==> src/rtl/score_cmd_sched_pkg.sv <==
// Shared types and constants for the score command scheduler.
package score_cmd_sched_pkg;

    localparam int unsigned OP_W    = 2;
    localparam int unsigned SCORE_W = 8;

    typedef enum logic [OP_W-1:0] {
        OP_NOP = 2'd0,
        OP_INC = 2'd1,
        OP_DEC = 2'd2,
        OP_CLR = 2'd3
    } score_op_e;

    typedef enum logic [1:0] {
        S_IDLE    = 2'd0,
        S_ISSUE   = 2'd1,
        S_SETTLE  = 2'd2,
        S_LOCKOUT = 2'd3
    } sched_state_e;

    localparam logic [SCORE_W-1:0] BCD_MAX = 8'h99;
    localparam logic [SCORE_W-1:0] BCD_MIN = 8'h00;

    // True when the op would push the counter past 00 or 99.
    function automatic logic is_sat(input score_op_e op, input logic [SCORE_W-1:0] score);
        return ((op == OP_INC) && (score == BCD_MAX)) ||
               ((op == OP_DEC) && (score == BCD_MIN));
    endfunction

endpackage

==> src/rtl/score_cmd_sched_pend_counter.sv <==
// Saturating up/down pending-request counter; flush dominates inc/dec.
module score_cmd_sched_pend_counter #(
    parameter int unsigned PEND_W = 4
) (
    input  logic              clk,
    input  logic              reset,
    input  logic              inc,
    input  logic              dec,
    input  logic              flush,
    output logic [PEND_W-1:0] count,
    output logic              nonzero,
    output logic              full
);

    localparam logic [PEND_W-1:0] CNT_MAX = '1;

    logic [PEND_W-1:0] count_nxt;

    // Simultaneous inc and dec cancel out.
    always_comb begin
        count_nxt = count;
        if (flush) begin
            count_nxt = '0;
        end else if (inc && !dec) begin
            if (count != CNT_MAX) count_nxt = count + PEND_W'(1);
        end else if (dec && !inc) begin
            if (count != '0) count_nxt = count - PEND_W'(1);
        end
    end

    always_ff @(posedge clk) begin
        if (reset) begin
            count   <= '0;
            nonzero <= 1'b0;
            full    <= 1'b0;
        end else begin
            count   <= count_nxt;
            nonzero <= (count_nxt != '0);
            full    <= (count_nxt == CNT_MAX);
        end
    end

endmodule

==> src/rtl/score_cmd_sched.sv <==
// Collects incr/decr/clr requests, arbitrates them and issues one command at a
// time to the BCD score counter, dropping moves past 00/99 and locking out after clear.
module score_cmd_sched
    import score_cmd_sched_pkg::*;
#(
    parameter bit          SIMULATE    = 1'b0,
    parameter int unsigned PEND_W      = 4,
    parameter int unsigned LOCKOUT_HW  = 1_000_000,
    parameter int unsigned LOCKOUT_SIM = 16
) (
    input  logic               clk_100MHz,
    input  logic               reset,
    input  logic               incr_pulse,
    input  logic               decr_pulse,
    input  logic               clr_pulse,
    input  logic [SCORE_W-1:0] score_bcd,
    input  logic               cmd_ready,
    output logic               cmd_valid,
    output score_op_e          cmd_op,
    output logic               busy,
    output logic               sat_pulse,
    output logic               pend_ovf
);

    localparam int unsigned     LOCKOUT_CYC = SIMULATE ? LOCKOUT_SIM : LOCKOUT_HW;
    localparam int unsigned     LOCK_W      = $clog2(LOCKOUT_CYC + 1);
    localparam logic [LOCK_W-1:0] LOCK_LOAD = LOCK_W'(LOCKOUT_CYC);

    sched_state_e      state;
    score_op_e         last_op;
    logic              clr_pend;
    logic [LOCK_W-1:0] lock_cnt;

    logic [PEND_W-1:0] inc_count;
    logic [PEND_W-1:0] dec_count;
    logic              inc_nz;
    logic              dec_nz;
    logic              inc_full;
    logic              dec_full;

    logic      capture_en;
    logic      flush;
    logic      inc_req;
    logic      dec_req;
    logic      handshake;
    logic      idle_drop;
    logic      inc_take;
    logic      dec_take;
    score_op_e pick_op;
    logic      pick_sat;

    // Request capture is frozen during the post-clear lockout.
    always_comb begin
        capture_en = (state != S_LOCKOUT);
        flush      = capture_en && clr_pulse;
        inc_req    = capture_en && incr_pulse && !clr_pulse;
        dec_req    = capture_en && decr_pulse && !clr_pulse;
        handshake  = (state == S_ISSUE) && cmd_valid && cmd_ready;
    end

    // Arbiter: clear first, then round-robin against the last issued op.
    always_comb begin
        pick_op = OP_NOP;
        if (clr_pend) begin
            pick_op = OP_CLR;
        end else if (inc_nz && dec_nz) begin
            pick_op = (last_op == OP_INC) ? OP_DEC : OP_INC;
        end else if (inc_nz) begin
            pick_op = OP_INC;
        end else if (dec_nz) begin
            pick_op = OP_DEC;
        end
        pick_sat  = is_sat(pick_op, score_bcd);
        idle_drop = (state == S_IDLE) && pick_sat;
        inc_take  = (idle_drop && (pick_op == OP_INC)) || (handshake && (cmd_op == OP_INC));
        dec_take  = (idle_drop && (pick_op == OP_DEC)) || (handshake && (cmd_op == OP_DEC));
    end

    score_cmd_sched_pend_counter #(.PEND_W(PEND_W)) u_incr_pend (
        .clk     (clk_100MHz),
        .reset   (reset),
        .inc     (inc_req),
        .dec     (inc_take),
        .flush   (flush),
        .count   (inc_count),
        .nonzero (inc_nz),
        .full    (inc_full)
    );

    score_cmd_sched_pend_counter #(.PEND_W(PEND_W)) u_decr_pend (
        .clk     (clk_100MHz),
        .reset   (reset),
        .inc     (dec_req),
        .dec     (dec_take),
        .flush   (flush),
        .count   (dec_count),
        .nonzero (dec_nz),
        .full    (dec_full)
    );

    always_ff @(posedge clk_100MHz) begin
        if (reset) begin
            state     <= S_IDLE;
            cmd_valid <= 1'b0;
            cmd_op    <= OP_NOP;
            busy      <= 1'b0;
            sat_pulse <= 1'b0;
            pend_ovf  <= 1'b0;
            clr_pend  <= 1'b0;
            last_op   <= OP_DEC;
            lock_cnt  <= '0;
        end else begin
            sat_pulse <= 1'b0;

            if (flush) begin
                pend_ovf <= 1'b0;
            end else if ((inc_req && inc_full) || (dec_req && dec_full)) begin
                pend_ovf <= 1'b1;
            end

            // A fresh clear request outranks retiring the one being handshaken.
            if (flush) begin
                clr_pend <= 1'b1;
            end else if (handshake && (cmd_op == OP_CLR)) begin
                clr_pend <= 1'b0;
            end

            case (state)
                S_IDLE: begin
                    if (pick_op != OP_NOP) begin
                        if (pick_sat) begin
                            sat_pulse <= 1'b1;
                        end else begin
                            cmd_valid <= 1'b1;
                            cmd_op    <= pick_op;
                            busy      <= 1'b1;
                            state     <= S_ISSUE;
                        end
                    end
                end
                S_ISSUE: begin
                    if (handshake) begin
                        cmd_valid <= 1'b0;
                        cmd_op    <= OP_NOP;
                        last_op   <= cmd_op;
                        if (cmd_op == OP_CLR) begin
                            lock_cnt <= LOCK_LOAD;
                            state    <= S_LOCKOUT;
                        end else begin
                            state <= S_SETTLE;
                        end
                    end
                end
                S_SETTLE: begin
                    busy  <= 1'b0;
                    state <= S_IDLE;
                end
                S_LOCKOUT: begin
                    if (lock_cnt <= LOCK_W'(1)) begin
                        busy  <= 1'b0;
                        state <= S_IDLE;
                    end else begin
                        lock_cnt <= lock_cnt - LOCK_W'(1);
                    end
                end
                default: begin
                    cmd_valid <= 1'b0;
                    cmd_op    <= OP_NOP;
                    busy      <= 1'b0;
                    state     <= S_IDLE;
                end
            endcase
        end
    end

    // The registered nonzero flags must always agree with the counts they summarise.
    assert property (@(posedge clk_100MHz) disable iff (reset)
                     (inc_nz == (inc_count != '0)) && (dec_nz == (dec_count != '0)));

endmodule
==> config.mk <==
export PLATFORM = sky130hd
export DESIGN_NAME = score_cmd_sched
export DESIGN_NICKNAME = d
export VERILOG_FILES = /design/src/rtl/score_cmd_sched_pkg.sv /design/src/rtl/score_cmd_sched_pend_counter.sv /design/src/rtl/score_cmd_sched.sv
export SDC_FILE = /design/constraint.sdc
export NUM_CORES = 1
export LEC_CHECK = 0
export ABC_AREA = 1
export CAP_MARGIN = 10
export CORE_ASPECT_RATIO = 0.6
export CORE_MARGIN = 4
export CORE_UTILIZATION = 50
export CTS_CLUSTER_SIZE = 25
export DETAILED_ROUTE_END_ITERATION = 6
export GPL_TIMING_DRIVEN = 0
export PLACE_DENSITY = 0.72
export RECOVER_POWER = 25
export SYNTH_ARGS = -nofsm -noshare
export SYNTH_HDL_FRONTEND = slang
export SYNTH_HIERARCHICAL = 1
export SYNTH_SLANG_ARGS = --single-unit
==> constraint.sdc <==
create_clock -name clk_100MHz -period 2 [get_ports clk_100MHz]
set_input_delay 0.4 -clock clk_100MHz [delete_from_list [all_inputs] [get_ports clk_100MHz]]
set_output_delay 0.4 -clock clk_100MHz [all_outputs]
set_load 0.01 [all_outputs]
-- After elaboration in Yosys (flattened, before gate mapping)
Index checks and enable logic that the tools add are counted.
- output and inout port bits: 6
- input bits: 14
- flip-flop bits (word level): 43
- magnitude comparators: 1
- $add $sub $neg: 5
- bitwise gates (word level): 2
- mux-type cells: 38
- equality and inequality tests: 21
- reductions and logical operators: 49
- operators by type and width (operator ; number):
    2-to-1 mux 20 bit ; 3
    2-to-1 mux 4 bit ; 10
    case mux 20 bit (2 select lines) ; 1
    2-to-1 mux 2 bit ; 12
    logical AND 1 bit ; 22
    <= comparator 20 x 1 -> 1 bit, second input constant ; 1
    subtractor 20 x 1 -> 20 bit, second input constant ; 1
    AND reduction 4 bit ; 4
    nonzero test 4 bit ; 4
    == test 2 bit, second input constant ; 5
    != test 2 bit, second input constant ; 5
    adder 4 x 1 -> 4 bit, second input constant ; 2
    == test 2 x 1 -> 1 bit, second input constant ; 4
    == test 4 bit, second input constant ; 2
    == test 8 bit, second input constant ; 1
    zero test 8 bit ; 1
    2-to-1 mux 1 bit ; 8
    != test 4 bit, second input constant ; 2
    case mux 2 bit (4 select lines) ; 1
    nonzero test 2 bit ; 4
    subtractor 4 x 1 -> 4 bit, second input constant ; 2
    zero test 1 bit ; 5
    logical OR 1 bit ; 4
    != test 2 x 1 -> 1 bit, second input constant ; 2
    other kinds (9) ; 10

-- Depth between registers and ports, before layout
- depth after elaboration: 15
- mapped depth: 17
- mapped depth without buffers: 17

-- Hierarchy
The synthesis kept the hierarchy.
- by module, submodules not included (module ; cells an instance ; area each (um2) ; instances):
    score_cmd_sched ; 329 ; 1996.9 ; 1
    score_cmd_sched_pend_counter ; 69 ; 479.2 ; 2

-- Worst setup path before layout
OpenSTA, ideal clock, no wires.
- kind: reg2reg
- start: reg u_decr_pend.nonzero
- end: reg u_decr_pend.nonzero
- buffers on the path: 0
- stages on the path, launching flop included: 18
- data arrival time: 1.883 ns
- required time: 1.889 ns
- period minus slack after synthesis: 1.995 ns
- path slack: 0.005 ns
- cell sequence: dfxtp_1 nand2_1 o21bai_1 nand2_1 inv_1 nand3_1 nand2_1 nand2_1 o22ai_1 inv_2 nor2_4 nand2_1 nand2_1 nand3_1 nand2_1 nand2_1 nor2_1 nor2_1
- word-level cells in the longest chain between the ends: 15
- elaborated cells between the ends (all ways): 20
- classes of those cells: eq/ne: 2; mux: 7; reduce/logical: 11
- ends and longest elaborated chain (what ; RTL line ; source):
    start, declared ; score_cmd_sched_pend_counter.sv:11 ; output logic nonzero,
    start signal, assigned ; score_cmd_sched_pend_counter.sv:38 ; nonzero <= (count_nxt != '0);
    2-to-1 mux 2 bit ; score_cmd_sched.sv:70 ; end else if (dec_nz) begin
    2-to-1 mux 2 bit ; score_cmd_sched.sv:68 ; end else if (inc_nz) begin
    2-to-1 mux 2 bit * ; score_cmd_sched.sv:66 ; end else if (inc_nz && dec_nz) begin
    2-to-1 mux 2 bit * ; score_cmd_sched.sv:64 ; if (clr_pend) begin
    == test 2 x 1 -> 1 bit / == test 2 bit (equally long branches) ; score_cmd_sched_pkg.sv:26, score_cmd_sched_pkg.sv:27, score_cmd_sched.sv:76 ;
    logical AND 1 bit, on equally long branches ; score_cmd_sched_pkg.sv:26, score_cmd_sched_pkg.sv:27 ;
    logical OR 1 bit ; score_cmd_sched_pkg.sv:26 ; return ((op == OP_INC) && (score == BCD_MAX)) ||
    logical AND 1 bit ; score_cmd_sched.sv:74 ; idle_drop = (state == S_IDLE) && pick_sat;
    logical AND 1 bit * ; score_cmd_sched.sv:76 ; dec_take = (idle_drop && (pick_op == OP_DEC)) || (handshake && (cmd_op == OP_DEC));
    logical OR 1 bit * ; score_cmd_sched.sv:76 ;
    net dec_take ; score_cmd_sched.sv:48 ; logic dec_take;
    logical AND 1 bit / zero test 1 bit (equally long branches) ; score_cmd_sched_pend_counter.sv:26, score_cmd_sched_pend_counter.sv:24 ;
    2-to-1 mux 4 bit / logical AND 1 bit (equally long branches) ; score_cmd_sched_pend_counter.sv:26, score_cmd_sched_pend_counter.sv:24 ;
    2-to-1 mux 4 bit * ; score_cmd_sched_pend_counter.sv:24 ; end else if (inc && !dec) begin
    2-to-1 mux 4 bit * ; score_cmd_sched_pend_counter.sv:22 ; if (flush) begin
    nonzero test 4 bit * ; score_cmd_sched_pend_counter.sv:38 ;
The timed path passes the listed nets; every way through them passes the cells marked *.
A chain may end at the register's enable or synchronous reset.

-- Worst setup path in the final report
- start: reg last_op[0]
- end: reg u_decr_pend.nonzero
- word-level cells in the longest chain between the ends: 15
- elaborated cells between the ends (all ways): 19
- classes of those cells: eq/ne: 3; mux: 6; reduce/logical: 10
- ends and longest elaborated chain (what ; RTL line ; source):
    start, declared ; score_cmd_sched.sv:30 ; score_op_e last_op;
    start signal, assigned ; score_cmd_sched.sv:145 ; last_op <= cmd_op;
    == test 2 x 1 -> 1 bit * ; score_cmd_sched.sv:67 ; pick_op = (last_op == OP_INC) ? OP_DEC : OP_INC;
    2-to-1 mux 2 bit * ; score_cmd_sched.sv:67 ;
    2-to-1 mux 2 bit * ; score_cmd_sched.sv:66 ;
    2-to-1 mux 2 bit * ; score_cmd_sched.sv:64 ;
    == test 2 x 1 -> 1 bit / == test 2 bit (equally long branches) ; score_cmd_sched_pkg.sv:26, score_cmd_sched_pkg.sv:27, score_cmd_sched.sv:76 ;
    logical AND 1 bit, on equally long branches ; score_cmd_sched_pkg.sv:26, score_cmd_sched_pkg.sv:27 ;
    logical OR 1 bit ; score_cmd_sched_pkg.sv:26 ;
    logical AND 1 bit ; score_cmd_sched.sv:74 ;
    logical AND 1 bit * ; score_cmd_sched.sv:76 ;
    logical OR 1 bit * ; score_cmd_sched.sv:76 ;
    net dec_take ; score_cmd_sched.sv:48 ;
    logical AND 1 bit / zero test 1 bit (equally long branches) ; score_cmd_sched_pend_counter.sv:26, score_cmd_sched_pend_counter.sv:24 ;
    2-to-1 mux 4 bit / logical AND 1 bit (equally long branches) ; score_cmd_sched_pend_counter.sv:26, score_cmd_sched_pend_counter.sv:24 ;
    2-to-1 mux 4 bit * ; score_cmd_sched_pend_counter.sv:24 ;
    2-to-1 mux 4 bit * ; score_cmd_sched_pend_counter.sv:22 ;
    nonzero test 4 bit * ; score_cmd_sched_pend_counter.sv:38 ;
Marks and branches as above.

==> flow_summary.toml <==
[floorplan]
die_h_microns = 67.6
start_util_pct = 52.3
row_count = 21
core_sq_um = 5650
die_area_sq_um = 7240
die_w_microns = 107
ios = 20

[synthesis]
synth.area.top_cells = "dfxtp_1 29%, nand2_1 16%, nand3_1 10%"
synth_top_family_by_area = "simple AND/OR/NAND/NOR gates"
ys_types = 33
yosys.area.top_type = "dfxtp_1"
ys_warn_count = 6
synthAdderAreaFrac_pct = 2.54
synth_fp_nets = 487
netlist_area_sq_um = 2960
synthXorXnorAreaFrac_pct = 2.37
ys_seq_elements = 43
synth_top_area_share_pct = 29.1
synthMuxAreaShare_pct = 0
yosys.area_share.simple_pct = 47.8
synth_area_per_cell_sq_um = 6.33
synth-compound-area-share_pct = 7.92
syn_inst = 467
synth_seq_area_share_pct = 29.1

[worst_hold_path]
min_path_type = "register to register"

[grt]
grt_max_degree = 13
antenna_found_initial = 0
grt_pass1_vias = 2778
grt_pass1_wl_microns = 13300
grtUsageTotal_pct = 23.3
gr-total-overflow = 0

[critical_path]
critPathTopFamily = "simple AND/OR/NAND/NOR gates"
path_cells = "nand2_2 -> o21bai_4 -> nand2_2 -> inv_2 -> nand3_2 -> nand2_4 -> nand2_4 -> o22ai_4 -> inv_2 -> nor2_4 -> nand3_1 -> nand2_1 -> nand3_2 -> nand2_2 -> nand2_1 -> nor2_2 -> nor2_1"
crit_buf_inv = 2
startpoint_type = "register"
crit_arrival_ns = 2.28
cp_slowest_stage_delay_ns = 0.36
path_class = "register to register"
rrSetupSlack_ns = -0.1
cpMostUsedCell = "nand2_2"
crit_path_end_kind = "register"
cp_slowest_cell = "dfxtp_2"
worst-path-max-fanout = 6
required_ns = 2.18

[drt]
num_vias = 3172
dr.pass1.iters = 5
drt-total-wl_microns = 8200
post_drt_wl_per_cell_microns = 13.8
drt-vias-per-instance = 5.33
drc = 0
first_iter_violations = 329
ant_nets = 0

[timing]
relSlewSlack_pct = 64.2
report.final.hold_viol_count = 0
fin_skew_ns = 0.00666
rsz0062_at_grt = "true"
tightest_slew_ns = 0.535
min_period_over_period_pct = 105
period_minus_slack_ns = 2.10
slew_violations = 0
final.setup.tns_ns = -0.447
holdWs_ns = 0.455
worst_slack_ns = -0.0963
max_freq_mhz = 477
setup_violations = 7

[clock_tree]
cts.root.buffer_cell = "clkbuf_8"
cts_buffers = 5
cts_num_sinks = 43
clk_path_buf_depth = 2
clkSlewWorstSetupHoldPaths_ns = 0.09
htree_levels = 2
clk_latency_ns = 0.31
cts_tree = "done"
ctsHoldBuffers = 0

[place]
dp_hpwl_microns = 5640
port_buffers = 19
gp_congestion = 0.957
pre_cts_ws_ns = -0.817

[layout]
diodes = 0
final_cell_mix = "110 x nand2_1, 67 x nor2_1, 49 x nand3_1"
seq_area_sq_um = 866
multiInputGateArea_sq_um = 1940
final_common_cell = "nand2_1"
drive_gt1_share_pct = 22.7
syn_to_final_growth_pct = 23.5
fillCellCount = 527
finalNetCount = 534

[power_and_ir_drop]
power_density_nw_per_um2 = 574
peakVddDrop_mv = 0.354
power.leakage_nw = 1.71

[outcome]
violations = "setup timing"
status = "finished, violations left"

[flow_run]
cap_violations = 0
## stage by stage
stage	cell area [sq um]	total power [W]	std cells	util [%]
after floorplan	2960	0.00130	467	-
after global placement	3250	0.00143	566	57.5
after detailed placement	3250	0.00144	566	57.5
after CTS	3510	0.00203	592	62.1
after global routing	3650	0.00220	595	64.6
final	3650	0.00209	595	64.6
## synthesized netlist by cell type (all sizes together)
cell and instances:
a21oi 31, xor2 2, dfxtp 43, inv 50, a21o 1, nand2 133
ha 6, clkbuf 4, nor3b 1, xnor2 6, buf 11, nor2 84
o211ai 2, nand3b 3, o22ai 1, clkinv 1, nand3 65, o21bai 1
a22o 1, nor3 2, nand4 13, o21ai 3, or2 3
## flip-flops by register name, summed over array words and instances, names as in the netlist
name,flops
busy,1
clr_pend,1
cmd_op,2
cmd_valid,1
last_op,2
lock_cnt,20
pend_ovf,1
sat_pulse,1
state,2
u_decr_pend/count,4
u_decr_pend/full,1
u_decr_pend/nonzero,1
u_incr_pend/count,4
u_incr_pend/full,1
u_incr_pend/nonzero,1
## repair_timing
| item | 4_1_cts | 5_1_grt |
|---|---|---|
| buffers inserted | 18 | 6 |
| setup endpoints to repair | 12 | 37 |
| pin swaps | 24 | 17 |
| gates resized for setup | 25 | 34 |
## metal layers
metal  vias up  track usage [%]  share of wire [%]
met5         -                0                  0
met4         0             6.22                1.9
met3        16             4.39                9.6
met2       154             34.0                 39
met1      1415             34.8                 49
li1       1587                -                  -
## worst reg2reg max path: stages (launching register included)
cell and delay, ns:
dfxtp_2 0.36, nand2_2 0.07, o21bai_4 0.16, nand2_2 0.10, inv_2 0.08, nand3_2 0.10, nand2_4 0.10, nand2_4 0.06
o22ai_4 0.17, inv_2 0.07, nor2_4 0.15, nand3_1 0.09, nand2_1 0.07, nand3_2 0.07, nand2_2 0.09, nand2_1 0.08
nor2_2 0.10, nor2_1 0.04
## cells by family after synthesis
kind of cell    count (synthesis)
simple gates                  304
flops                          43
xor+xnor                        8
fa+ha+maj                       6
buf+inv                        66
compound gates                 40
## path summary, 6_finish.rpt
path | start | end | depth (start not counted)
hold reg to reg | busy | busy | 2
setup / recovery | last_op[0] | u_decr_pend/nonzero | 17
setup reg to reg | last_op[0] | u_decr_pend/nonzero | 17
hold / removal | busy | busy | 2
## cell type report
cell class / instances / share of cell area (%)
Multi-Input combinational cell: 358 / 53.2
Timing Repair Buffer: 40 / 9.56
Tap cell: 80 / 2.74
Buffer: 15 / 3.29
Clock inverter: 1 / 0.137
Inverter: 51 / 5.25
Clock buffer: 7 / 2.09
Sequential cell: 43 / 23.7
## report_power, final
group	switching, W	internal [W]
registers	0.0000382	0.000892
clock network	0.000326	0.000246
logic	0.000355	0.000236
Note: power is estimated with default switching activity, not from simulation.
